<file path="src/rtl/nine_seg_pkg.sv">
// rtl/nine_seg_pkg.sv - shared types and helpers for the nine-segment row scanner
package nine_seg_pkg;

    localparam int NUM_ROWS = 3;
    localparam int NUM_COLS = 3;

    typedef logic [8:0] seg_image_t;
    typedef logic [1:0] row_idx_t;

    // Three segment bits belonging to row r; bit c of the result is column c.
    function automatic logic [NUM_COLS-1:0] seg_row(input seg_image_t img, input row_idx_t r);
        logic [NUM_COLS-1:0] slice;
        case (r)
            2'd0:    slice = img[2:0];
            2'd1:    slice = img[5:3];
            default: slice = img[8:6];
        endcase
        return slice;
    endfunction

endpackage

</file>
<file path="src/rtl/nine_seg_scan_timer.sv">
// rtl/nine_seg_scan_timer.sv - dwell counter and row pointer for the row scan
module nine_seg_scan_timer
    import nine_seg_pkg::*;
#(
    parameter int DWELL = 1
) (
    input  logic       clk,
    input  logic       reset,
    output logic [1:0] row_idx,
    output logic       load
);

    // A one-cycle dwell still needs a one-bit counter that simply stays at zero.
    localparam int            CW       = (DWELL > 1) ? $clog2(DWELL) : 1;
    localparam logic [CW-1:0] LAST     = CW'(DWELL - 1);
    localparam row_idx_t      LAST_ROW = row_idx_t'(NUM_ROWS - 1);

    logic [CW-1:0] dwell_cnt;
    row_idx_t      ptr;

    assign load    = (dwell_cnt == '0);
    assign row_idx = ptr;

    // Count out each slot, and step to the next row whenever a slot starts.
    always_ff @(posedge clk) begin
        if (reset) begin
            dwell_cnt <= '0;
            ptr       <= '0;
        end else begin
            dwell_cnt <= (dwell_cnt == LAST) ? '0 : dwell_cnt + 1'b1;
            if (load) begin
                ptr <= (ptr == LAST_ROW) ? '0 : ptr + 1'b1;
            end
        end
    end

endmodule

</file>
<file path="src/rtl/nine_segment_row_scanner.sv">
// rtl/nine_segment_row_scanner.sv - time-multiplexed 3x3 LED matrix driver
module nine_segment_row_scanner
    import nine_seg_pkg::*;
#(
    parameter int DWELL    = 1,
    parameter int NUM_ROWS = 3,
    parameter int NUM_COLS = 3
) (
    input  logic                clk,
    input  logic                reset,
    input  logic [8:0]          segments,
    output logic [NUM_ROWS-1:0] rows,
    output logic [NUM_COLS-1:0] cols
);

    logic [1:0]          row_idx;
    logic                load;
    logic [NUM_COLS-1:0] slice;
    logic [NUM_ROWS-1:0] next_rows;

    nine_seg_scan_timer #(
        .DWELL(DWELL)
    ) u_timer (
        .clk     (clk),
        .reset   (reset),
        .row_idx (row_idx),
        .load    (load)
    );

    // Pick out the current row's segments; a blank row keeps its anode off.
    always_comb begin
        slice     = seg_row(segments, row_idx);
        next_rows = '0;
        if (slice != '0) begin
            next_rows = NUM_ROWS'(1) << row_idx;
        end
    end

    // Pins only change at slot start, so the image cannot tear within a slot.
    always_ff @(posedge clk) begin
        if (reset) begin
            rows <= '0;
            cols <= '1;
        end else if (load) begin
            rows <= next_rows;
            cols <= ~slice;
        end
    end

endmodule

</file>
<file path="config.mk">
export PLATFORM = sky130hd
export DESIGN_NAME = nine_segment_row_scanner
export DESIGN_NICKNAME = d
export VERILOG_FILES = /design/src/rtl/nine_seg_pkg.sv /design/src/rtl/nine_seg_scan_timer.sv /design/src/rtl/nine_segment_row_scanner.sv
export SDC_FILE = /design/constraint.sdc
export NUM_CORES = 1
export LEC_CHECK = 0
export ABC_AREA = 0
export BUFFER_PORTS_ARGS = -buffer_cell sky130_fd_sc_hd__buf_4
export CORE_UTILIZATION = 28
export CTS_CLUSTER_DIAMETER = 200
export CTS_CLUSTER_SIZE = 10
export DETAILED_ROUTE_END_ITERATION = 8
export SLEW_MARGIN = 40
export SYNTH_ARGS = -nofsm -noshare
export SYNTH_HDL_FRONTEND = slang
export SYNTH_SLANG_ARGS = --single-unit
export TNS_END_PERCENT = 5
</file>
<file path="constraint.sdc">
create_clock -name clk -period 1.9 [get_ports clk]
set_clock_uncertainty 0.05 [all_clocks]
set_input_delay 0.095 -clock clk [delete_from_list [all_inputs] [get_ports clk]]
set_output_delay 0.095 -clock clk [all_outputs]
set_load 0.05 [all_outputs]
</file>
==> results of run 1 <==
==> flip-flops by register name, summed over array words and instances, names as in the netlist <==
register	cells
cols	3
rows	3
u_timer.dwell_cnt	1
u_timer.row_idx	2
==> layout make-up <==
class | instances | share of cell area
Timing Repair Buffer | 16 | 0.216
Inverter | 1 | 0.00676
Sequential cell | 9 | 0.324
Tap cell | 15 | 0.0338
Multi-Input combinational cell | 30 | 0.372
Clock buffer | 4 | 0.0473
==> cells by family (layout without fill, tap and decap cells) <==
| kind of cell | Yosys count | after routing |
|---|---|---|
| buffers and inverters | 4 | 21 |
| AOI/OAI and AO/OA | 6 | 6 |
| muxes | 9 | 9 |
| and+or+nand+nor | 14 | 14 |
| other | 1 | 1 |
| DFF | 9 | 9 |
==> placed cells by master (no fill, tap or decap) <==
| cell type | synthesis | routed |
|---|---|---|
| sky130_fd_sc_hd__mux2_1 | 3 | 3 |
| sky130_fd_sc_hd__mux2i_1 | 6 | 6 |
| sky130_fd_sc_hd__or3_1 | 2 | 2 |
| sky130_fd_sc_hd__conb_1 | 1 | 1 |
| sky130_fd_sc_hd__clkbuf_4 | 0 | 3 |
| sky130_fd_sc_hd__a31o_1 | 1 | 1 |
| sky130_fd_sc_hd__inv_1 | 1 | 1 |
| sky130_fd_sc_hd__o21ai_1 | 2 | 2 |
| sky130_fd_sc_hd__a21oi_1 | 3 | 3 |
| sky130_fd_sc_hd__nor3_1 | 2 | 2 |
| sky130_fd_sc_hd__nor4b_1 | 1 | 1 |
| sky130_fd_sc_hd__nor2_1 | 2 | 2 |
| sky130_fd_sc_hd__dfxtp_1 | 9 | 9 |
| sky130_fd_sc_hd__buf_4 | 0 | 16 |
| sky130_fd_sc_hd__nand2b_1 | 3 | 3 |
| sky130_fd_sc_hd__clkbuf_1 | 0 | 1 |
| sky130_fd_sc_hd__nand2_1 | 3 | 3 |
| sky130_fd_sc_hd__nor2b_1 | 1 | 1 |
==> worst reg2reg max path: cells and delay by family, from the launching register on <==
kind / cells / cell delay (ns)
AOI/OAI and AO/OA: 2 / 0.26
muxes: 2 / 0.55
DFF: 1 / 0.47
==> worst paths after layout <==
kind / to / depth (start not counted) / from
worst min register to register: rows[1]$_SDFFE_PP0N_ / 2 / rows[1]$_SDFFE_PP0N_
worst max-delay path: rows[0]$_SDFFE_PP0N_ / 4 / u_timer.row_idx[0]$_SDFFE_PP0N_
worst min-delay path: u_timer.row_idx[1]$_SDFFE_PP0N_ / 2 / reset
worst max register to register: rows[0]$_SDFFE_PP0N_ / 4 / u_timer.row_idx[0]$_SDFFE_PP0N_
==> power by group <==
part           leakage, nW  total, mW  switching, mW  internal (mW)
Clock               0.0150      0.145         0.0645         0.0808
Sequential          0.0743      0.215         0.0136          0.201
Combinational        0.148     0.0943         0.0515         0.0427
Total                0.237      0.454          0.130          0.325
==> per-layer routing <==
| layer | vias to the layer above | wire length (microns) | GRT usage |
|---|---|---|---|
| li1 | 179 | - | - |
| met1 | 157 | 392 | 0.179 |
| met2 | 12 | 369 | 0.198 |
| met3 | 0 | 63 | 0.0815 |
| met4 | 0 | 0 | 0 |
| met5 | - | 0 | 0 |
==> metrics by stage <==
step	hold WS, ns	util	instances	worst slack (ns)
after floorplan	0.114	-	43	0.636
after global placement	0.275	0.392	71	0.464
after detailed placement	0.273	0.392	71	0.464
after CTS	0.000247	0.411	75	0.449
after global routing	0.00140	0.411	75	0.340
final	0.000122	0.411	75	0.459
==> Yosys cell counts (2+ instances only) <==
library cell               instances
sky130_fd_sc_hd__mux2i_1           6
sky130_fd_sc_hd__nor3_1            2
sky130_fd_sc_hd__a21oi_1           3
sky130_fd_sc_hd__nor2_1            2
sky130_fd_sc_hd__nand2_1           3
sky130_fd_sc_hd__or3_1             2
sky130_fd_sc_hd__nand2b_1          3
sky130_fd_sc_hd__buf_6             2
sky130_fd_sc_hd__o21ai_1           2
sky130_fd_sc_hd__dfxtp_1           9
sky130_fd_sc_hd__mux2_1            3
==> out/results.env, run 1 <==
POSTPLACECELLAREA_SQ_UM=529
CP_MAX_FO=8
SYNTH_AREA_SQ_UM=418
DESIGN.PORTCOUNT=17
CLOCK_TRANSITION_TIME_AT_THE_FLIP_FLOP_CLOCK_PINS_OF_THE_WORST_SETUP_AND_HOLD_PATHS_NS=0.06
POST-CTS-SETUP-BUFFERS=0
CTS-ROOT-TO-SINK-BUFFERS=2
CRITPATHCAPTURETYPE='flop'
MAXCAPVIOLATIONS=0
REGAREA_SQ_UM=180
PERIOD_NEEDED_NS=1.44
FP.DIEH_MICRONS=40.6
CRITPATHREQUIREDTIME_NS=1.99
ASYNCSETRESETFLOPFRACSYNTH=0
GLOBALPLACE.CONGESTION=0.767
POWER_DENSITY_mW_PER_MM2=817
CRITICAL_PATH_CLASS='flop to flop'
GRT_FIRST_PASS_WIRELENGTH_MICRONS=1380
DR_TOTAL_VIAS=348
FINAL_DESIGN_AREA_NO_FILL_SQ_UM=556
SETUP.WORST_PATH.START_CLASS='flop'
SYNTHDOMINANTCELLAREASHARE=0.431
INITIAL_CORE_UTILIZATION=0.310
FINAL-SETUP-VIOL-COUNT=0
CTS_INSERTED_BUFFERS=3
CRITPATHSLOWESTCELL='sky130_fd_sc_hd__dfxtp_1'
POST-ROUTE-PERIOD-UTIL=0.759
CTS_TREE='built'
GLOBALROUTETOTALUTIL=0.135
YS_TYPES=17
NUMBER_OF_DRC_VIOLATIONS_AFTER_DETAILED_ROUTING=0
SYNTH-SIMPLE-AREA-SHARE=0.180
FINAL_WIRELENGTH_MICRONS=826
NETLIST_INSTANCES=43
SYNTH_FF_TYPE='sky130_fd_sc_hd__dfxtp_1'
CP_CELL_SEQUENCE='mux2_1, mux2i_1, a31o_1, o21ai_1'
GRT_OVERFLOW=0
REG2REG_SLACK_NS=0.46
POST_ROUTE_CELLS_DRIVE_ABOVE_1_SHARE=0.317
PLACEABLECOREAREA_SQ_MM=0.00135
OVERALL_POWER_OF_THE_COMPLETED_LAYOUT_mW=0.454
OUTCOME='completed'
VIAS_PER_CELL=4.64
FIRST_PASS_ITERS=3
GRT_ANTENNA_BEFORE_REPAIR=0
LARGEST_VDD_SUPPLY_DROP_mV=0.354
DRV_SLEW=0
SYNTH.MUX.AREA_FRACTION=0.225
CTS_HOLD_BUF=0
YOSYS_REGISTER_BITS=9
FILLERINSTANCES=133
CTS_HTREE_LEVELS=1
FRACTION_OF_THE_MAPPED_NETLIST_AREA_IN_COMPOUND_GATES=0.0808
CRIT_FAMILY='multiplexers'
LARGEST_NET_DEGREE_AT_THE_START_OF_GLOBAL_ROUTING=12
TOP_CELLS_BY_AREA_SYNTH='sky130_fd_sc_hd__dfxtp_1 43%, sky130_fd_sc_hd__mux2i_1 14%, sky130_fd_sc_hd__mux2_1 8.1%, sky130_fd_sc_hd__buf_6 5.4%, sky130_fd_sc_hd__nand2b_1 4.5%'
CRITPATHARRIVALTIME_NS=1.54
DIE_W_MICRONS=40.6
GRT_SETUP_UNREPAIRED='no'
CLK_LATENCY_NS=0.26
NUMBER_OF_ENABLE_FLIP_FLOP_CELLS_AFTER_SYNTHESIS=0
FMAXACHIEVABLE_MHz=694
DRT_ITER0_DRC=4
ANTENNA_VIOLATING_NETS_POST_ROUTE=0
AREA_SHARE_OF_FA_HA_MAJ_CELLS_AFTER_SYNTHESIS=0
ANTENNA_CELLS_INSERTED=0
SYNTH_WARNINGS=0
CLKSINKCOUNT=9
TOTALNEGATIVESETUPSLACK_NS=0
GRT_PASS1_VIAS=297
POST_SYNTH_XOR_AREA_FRACTION=0
STD_CELL_ROWS=13
SYNTH.YOSYS.SEQ_AREA_SHARE=0.431
COMBINATIONAL_FAMILY_WITH_THE_MOST_AREA_AFTER_SYNTHESIS='multiplexers'
SYNTH_NETS=54
REPORT.FINAL.HOLD_VIOL_COUNT=0
SYNTH.AVG_CELL_AREA_SQ_UM=9.72
CP.BUFFERS_INVERTERS=0
LARGEST_AREA_CONTRIBUTOR_IN_THE_SYNTHESIZED_NETLIST='sky130_fd_sc_hd__dfxtp_1'
IO_BUFFER_COUNT=16
CTSROOTBUFFERMASTER='sky130_fd_sc_hd__clkbuf_4'
CTS-RESIZED-GATES=0
MULTI_INPUT_AREA_SQ_UM=206
NUM-NETS-FINAL=72
AREAGROWTHSYNTHTOFINISH_PCT=32.9
LEAK_PWR_nW=0.237
AVGROUTEDWIREPERCELL_MICRONS=11.0
WORST_HOLD_PATH_TYPE='input pin to flop'
CRITICAL-PATH-MAX-STAGE-DELAY_NS=0.47
DIE-AREA_SQ_MM=0.00165
(Power assumes the default switching activity.)
==> inputs of run 2 (changes only) <==
- ABC_AREA: 0 -> 1
- clock period: 1.9 -> 1.3 ns (I/O delays scaled with it)
==> run 2 against run 1 <==
  * Sequential power is 44% higher
  * Area after synthesis is 2.7% higher
  * Critical path depth is 2 higher
  * Maximum frequency is 28% higher
  * Synthesized cell count is 49% higher
  * Final area is 8.8% higher
  * Final cell count is 32% higher
  * Register-to-register slack worse by 0.28 ns
  * Non-clock buffer count is 2 higher
  * Critical endpoint is now rows[1]$_SDFFE_PP0N_
  * Largest power group unchanged
==> out/results.env, run 2 <==
CLOCK_TRANSITION_TIME_AT_THE_FLIP_FLOP_CLOCK_PINS_OF_THE_WORST_SETUP_AND_HOLD_PATHS_NS=0.06  # about the same
CP_MAX_FO=7  # -1
FMAXACHIEVABLE_MHz=889  # +28%
OVERALL_POWER_OF_THE_COMPLETED_LAYOUT_mW=0.689  # +52%
GRT_PASS1_VIAS=365  # +23%
SYNTH.AVG_CELL_AREA_SQ_UM=6.71  # -31%
CRITICAL-PATH-TOP-CELL-BY-COUNT='sky130_fd_sc_hd__nand2_1'
POST-CTS-SETUP-BUFFERS=0  # unchanged
FINAL-SETUP-VIOL-COUNT=0  # unchanged
VIAS_PER_CELL=4.34  # -6.4%
WORST_HOLD_PATH_TYPE='input pin to flop'
POWER_DENSITY_mW_PER_MM2=1140  # +39%
DRV_SLEW=0  # unchanged
DESIGN.PORTCOUNT=17  # unchanged
GRT_OVERFLOW=0  # unchanged
CRITPATHARRIVALTIME_NS=1.23  # -0.31 ns
SYNTH_AREA_SQ_UM=429  # +2.7%
CRIT_FAMILY='simple AND/OR/NAND/NOR gates'
CTS-ROOT-TO-SINK-BUFFERS=2  # unchanged
DIE-AREA_SQ_MM=0.00169  # +2.6%
GRT_SETUP_UNREPAIRED='no'
SYNTH_NETS=75  # +39%
DRT_ITER0_DRC=9  # +5
TOTALNEGATIVESETUPSLACK_NS=0  # unchanged
CTSROOTBUFFERMASTER='sky130_fd_sc_hd__clkbuf_4'
OUTCOME='completed'
GLOBALROUTETOTALUTIL=0.130  # -0.00493
MOST_FREQUENT_CELL_AFTER_SYNTHESIS='sky130_fd_sc_hd__nand2_1'
MOST_USED_CELLS_IN_THE_LAYOUT_EXCLUDING_FILL_AND_TAP_CELLS='23 x sky130_fd_sc_hd__nand2_1, 17 x sky130_fd_sc_hd__buf_4, 11 x sky130_fd_sc_hd__inv_1'
FIRST_PASS_ITERS=4  # +1
SYNTH.MUX.AREA_FRACTION=0  # -0.225
CP_CELL_SEQUENCE='nor2_2, nand2_1, nand3_1, nand3_2, nand2_1, a21oi_1'
CLK_LATENCY_NS=0.26  # about the same
SYNTH_WARNINGS=0  # unchanged
SYNTHDOMINANTCELLAREASHARE=0.420  # -0.0113
AVGROUTEDWIREPERCELL_MICRONS=8.75  # -21%
POST-ROUTE-PERIOD-UTIL=0.865  # +0.107
ANTENNA_CELLS_INSERTED=0  # unchanged
LARGEST_VDD_SUPPLY_DROP_mV=0.526  # +49%
SETUP.WORST_PATH.START_CLASS='flop'
DETAILEDPLACEMENTHPWL_MICRONS=666
MIN-DELAY-START='segments[8]'
GLOBALPLACE.CONGESTION=0.843  # +9.9%
WORST_R2R_STARTPOINT='u_timer.row_idx[1]$_SDFFE_PP0N_'
FINAL_WIRELENGTH_MICRONS=866  # +4.8%
CTS_HTREE_LEVELS=1  # unchanged
REPORT.FINAL.HOLD_VIOL_COUNT=0  # unchanged
TOP_CELLS_BY_AREA_SYNTH='sky130_fd_sc_hd__dfxtp_1 42%, sky130_fd_sc_hd__nand2_1 20%, sky130_fd_sc_hd__inv_1 9.6%, sky130_fd_sc_hd__a21oi_1 9.3%, sky130_fd_sc_hd__nand3_2 7.0%'
FP.DIEH_MICRONS=41.2  # +1.3%
POST_ROUTE_CELLS_DRIVE_ABOVE_1_SHARE=0.310  # -0.00714
SYNTH_FF_TYPE='sky130_fd_sc_hd__dfxtp_1'
NETLIST_INSTANCES=64  # +49%
YS_TYPES=14  # -3
AREA_SHARE_OF_FA_HA_MAJ_CELLS_AFTER_SYNTHESIS=0  # unchanged
CRITICAL_PATH_CLASS='flop to flop'
CRIT_PATH_START='u_timer.row_idx[1]$_SDFFE_PP0N_'
GRT_FIRST_PASS_WIRELENGTH_MICRONS=1380  # unchanged
PERIOD_NEEDED_NS=1.13  # -0.316 ns
CRITPATHSLOWESTCELL='sky130_fd_sc_hd__dfxtp_1'
DR_TOTAL_VIAS=430  # +24%
DIE_W_MICRONS=41.2  # +1.3%
POST_SYNTH_XOR_AREA_FRACTION=0  # unchanged
NUMBER_OF_ENABLE_FLIP_FLOP_CELLS_AFTER_SYNTHESIS=0  # unchanged
AREAGROWTHSYNTHTOFINISH_PCT=40.8
NUMBER_OF_DRC_VIOLATIONS_AFTER_DETAILED_ROUTING=0  # unchanged
LAYOUT.CELLS.MOST_COMMON='sky130_fd_sc_hd__nand2_1'
INITIAL_CORE_UTILIZATION=0.314  # +0.00456
CRITPATHREQUIREDTIME_NS=1.41  # -0.58 ns
CRITICAL-PATH-MAX-STAGE-DELAY_NS=0.37  # -0.10 ns
GRT_ANTENNA_BEFORE_REPAIR=0  # unchanged
SYNTH.YOSYS.SEQ_AREA_SHARE=0.420  # -0.0113
LEAK_PWR_nW=0.319  # +35%
CTS_TREE='built'
CLKSINKCOUNT=9  # unchanged
ASYNCSETRESETFLOPFRACSYNTH=0  # unchanged
LARGEST_NET_DEGREE_AT_THE_START_OF_GLOBAL_ROUTING=9  # -3
SYNTH-SIMPLE-AREA-SHARE=0.353  # +0.173
FILLERINSTANCES=159  # +20%
LARGEST_AREA_CONTRIBUTOR_IN_THE_SYNTHESIZED_NETLIST='sky130_fd_sc_hd__dfxtp_1'
MAXCAPVIOLATIONS=0  # unchanged
STD_CELL_ROWS=13  # unchanged
NUM-NETS-FINAL=96  # +33%
YOSYS_REGISTER_BITS=9  # unchanged
COMBINATIONAL_FAMILY_WITH_THE_MOST_AREA_AFTER_SYNTHESIS='simple AND/OR/NAND/NOR gates'
PLACEABLECOREAREA_SQ_MM=0.00137  # +1.2%
CRITPATHCAPTURETYPE='flop'
CTS_INSERTED_BUFFERS=3  # unchanged
CP.BUFFERS_INVERTERS=0  # unchanged
FRACTION_OF_THE_MAPPED_NETLIST_AREA_IN_COMPOUND_GATES=0.0933  # +0.0125
SYNTHTOPCELLSBYCOUNT='23 x sky130_fd_sc_hd__nand2_1, 11 x sky130_fd_sc_hd__inv_1, 9 x sky130_fd_sc_hd__dfxtp_1'
IO_BUFFER_COUNT=16  # unchanged
ANTENNA_VIOLATING_NETS_POST_ROUTE=0  # unchanged
==> run 2: cell types whose count changed after synthesis, moves of 2 or more <==
| cell | delta |
|---|---|
| sky130_fd_sc_hd__nand2b_1 | -3 |
| sky130_fd_sc_hd__nand3b_1 | +2 |
| sky130_fd_sc_hd__mux2_1 | -3 |
| sky130_fd_sc_hd__inv_1 | +10 |
| sky130_fd_sc_hd__a21oi_1 | +5 |
| sky130_fd_sc_hd__buf_6 | -2 |
| sky130_fd_sc_hd__o21ai_1 | -2 |
| sky130_fd_sc_hd__nand3_2 | +3 |
| sky130_fd_sc_hd__nand2_1 | +20 |
| sky130_fd_sc_hd__or3_1 | -2 |
| sky130_fd_sc_hd__mux2i_1 | -6 |
==> run 2: per-stage QoR <==
step                area, sq um  hold WS, ns  setup WS (ns)   util  instances
finish                      604        0.152          0.175  0.442         99
global route                604        0.171         0.0408  0.442         99
CTS                         603        0.150          0.128  0.441         99
detailed placement          567        0.252          0.141  0.415         94
global placement            567        0.251          0.142  0.415         94
floorplan                   429        0.283          0.258      -         64
==> run 2: layer usage <==
layer  share of wire  global-route usage  wire [microns]
met1            0.46               0.135             399
met2            0.46               0.211             396
met3           0.069              0.0815              60
met4           0.012              0.0484              10
met5               0                   0               0
==> run 2: worst register-to-register path: stages (launching register included) <==
cell and delay (ns):
sky130_fd_sc_hd__dfxtp_1 0.37, sky130_fd_sc_hd__nor2_2 0.19, sky130_fd_sc_hd__nand2_1 0.06, sky130_fd_sc_hd__nand3_1 0.12, sky130_fd_sc_hd__nand3_2 0.10, sky130_fd_sc_hd__nand2_1 0.08, sky130_fd_sc_hd__a21oi_1 0.06
==> run 2: layout make-up <==
| type | instances | area (sq um) | share of cell area |
|---|---|---|---|
| clock buffers | 4 | 26.3 | 0.0435 |
| inverters | 12 | 45.0 | 0.0745 |
| multi-input cells | 41 | 195 | 0.323 |
| flip-flops and latches | 9 | 181 | 0.300 |
| well taps | 15 | 18.8 | 0.0311 |
| repair buffers | 18 | 138 | 0.228 |
==> run 2: kinds of logic after synthesis <==
logic type / after synthesis
simple gates: 32
flops: 9
other cells: 1
buf+inv: 14
compound gates: 8
==> run 2: what timing repair did <==
action | 4_1_cts | 5_1_grt
gates resized for setup | 0 | 1
hold endpoints to repair | 5 | 0
hold buffers | 1 | 0
endpoints found under the setup margin | 0 | 3
==> run 2: path summary, 6_finish.rpt <==
kind / depth (start not counted) / end / slack (ns)
max reg2reg: 6 / rows[1]$_SDFFE_PP0N_ / 0.17
max: 6 / rows[1]$_SDFFE_PP0N_ / 0.17
min reg2reg: 2 / rows[1]$_SDFFE_PP0N_ / 0.41
min: 6 / cols[2]$_SDFFE_PP1N_ / 0.15
==> run 2: report_power, final <==
| part | total [mW] | internal, mW | switching, mW |
|---|---|---|---|
| combinational | 0.162 | 0.0644 | 0.0972 |
| clock | 0.218 | 0.118 | 0.0998 |
| sequential | 0.309 | 0.295 | 0.0142 |
| total | 0.689 | 0.478 | 0.211 |
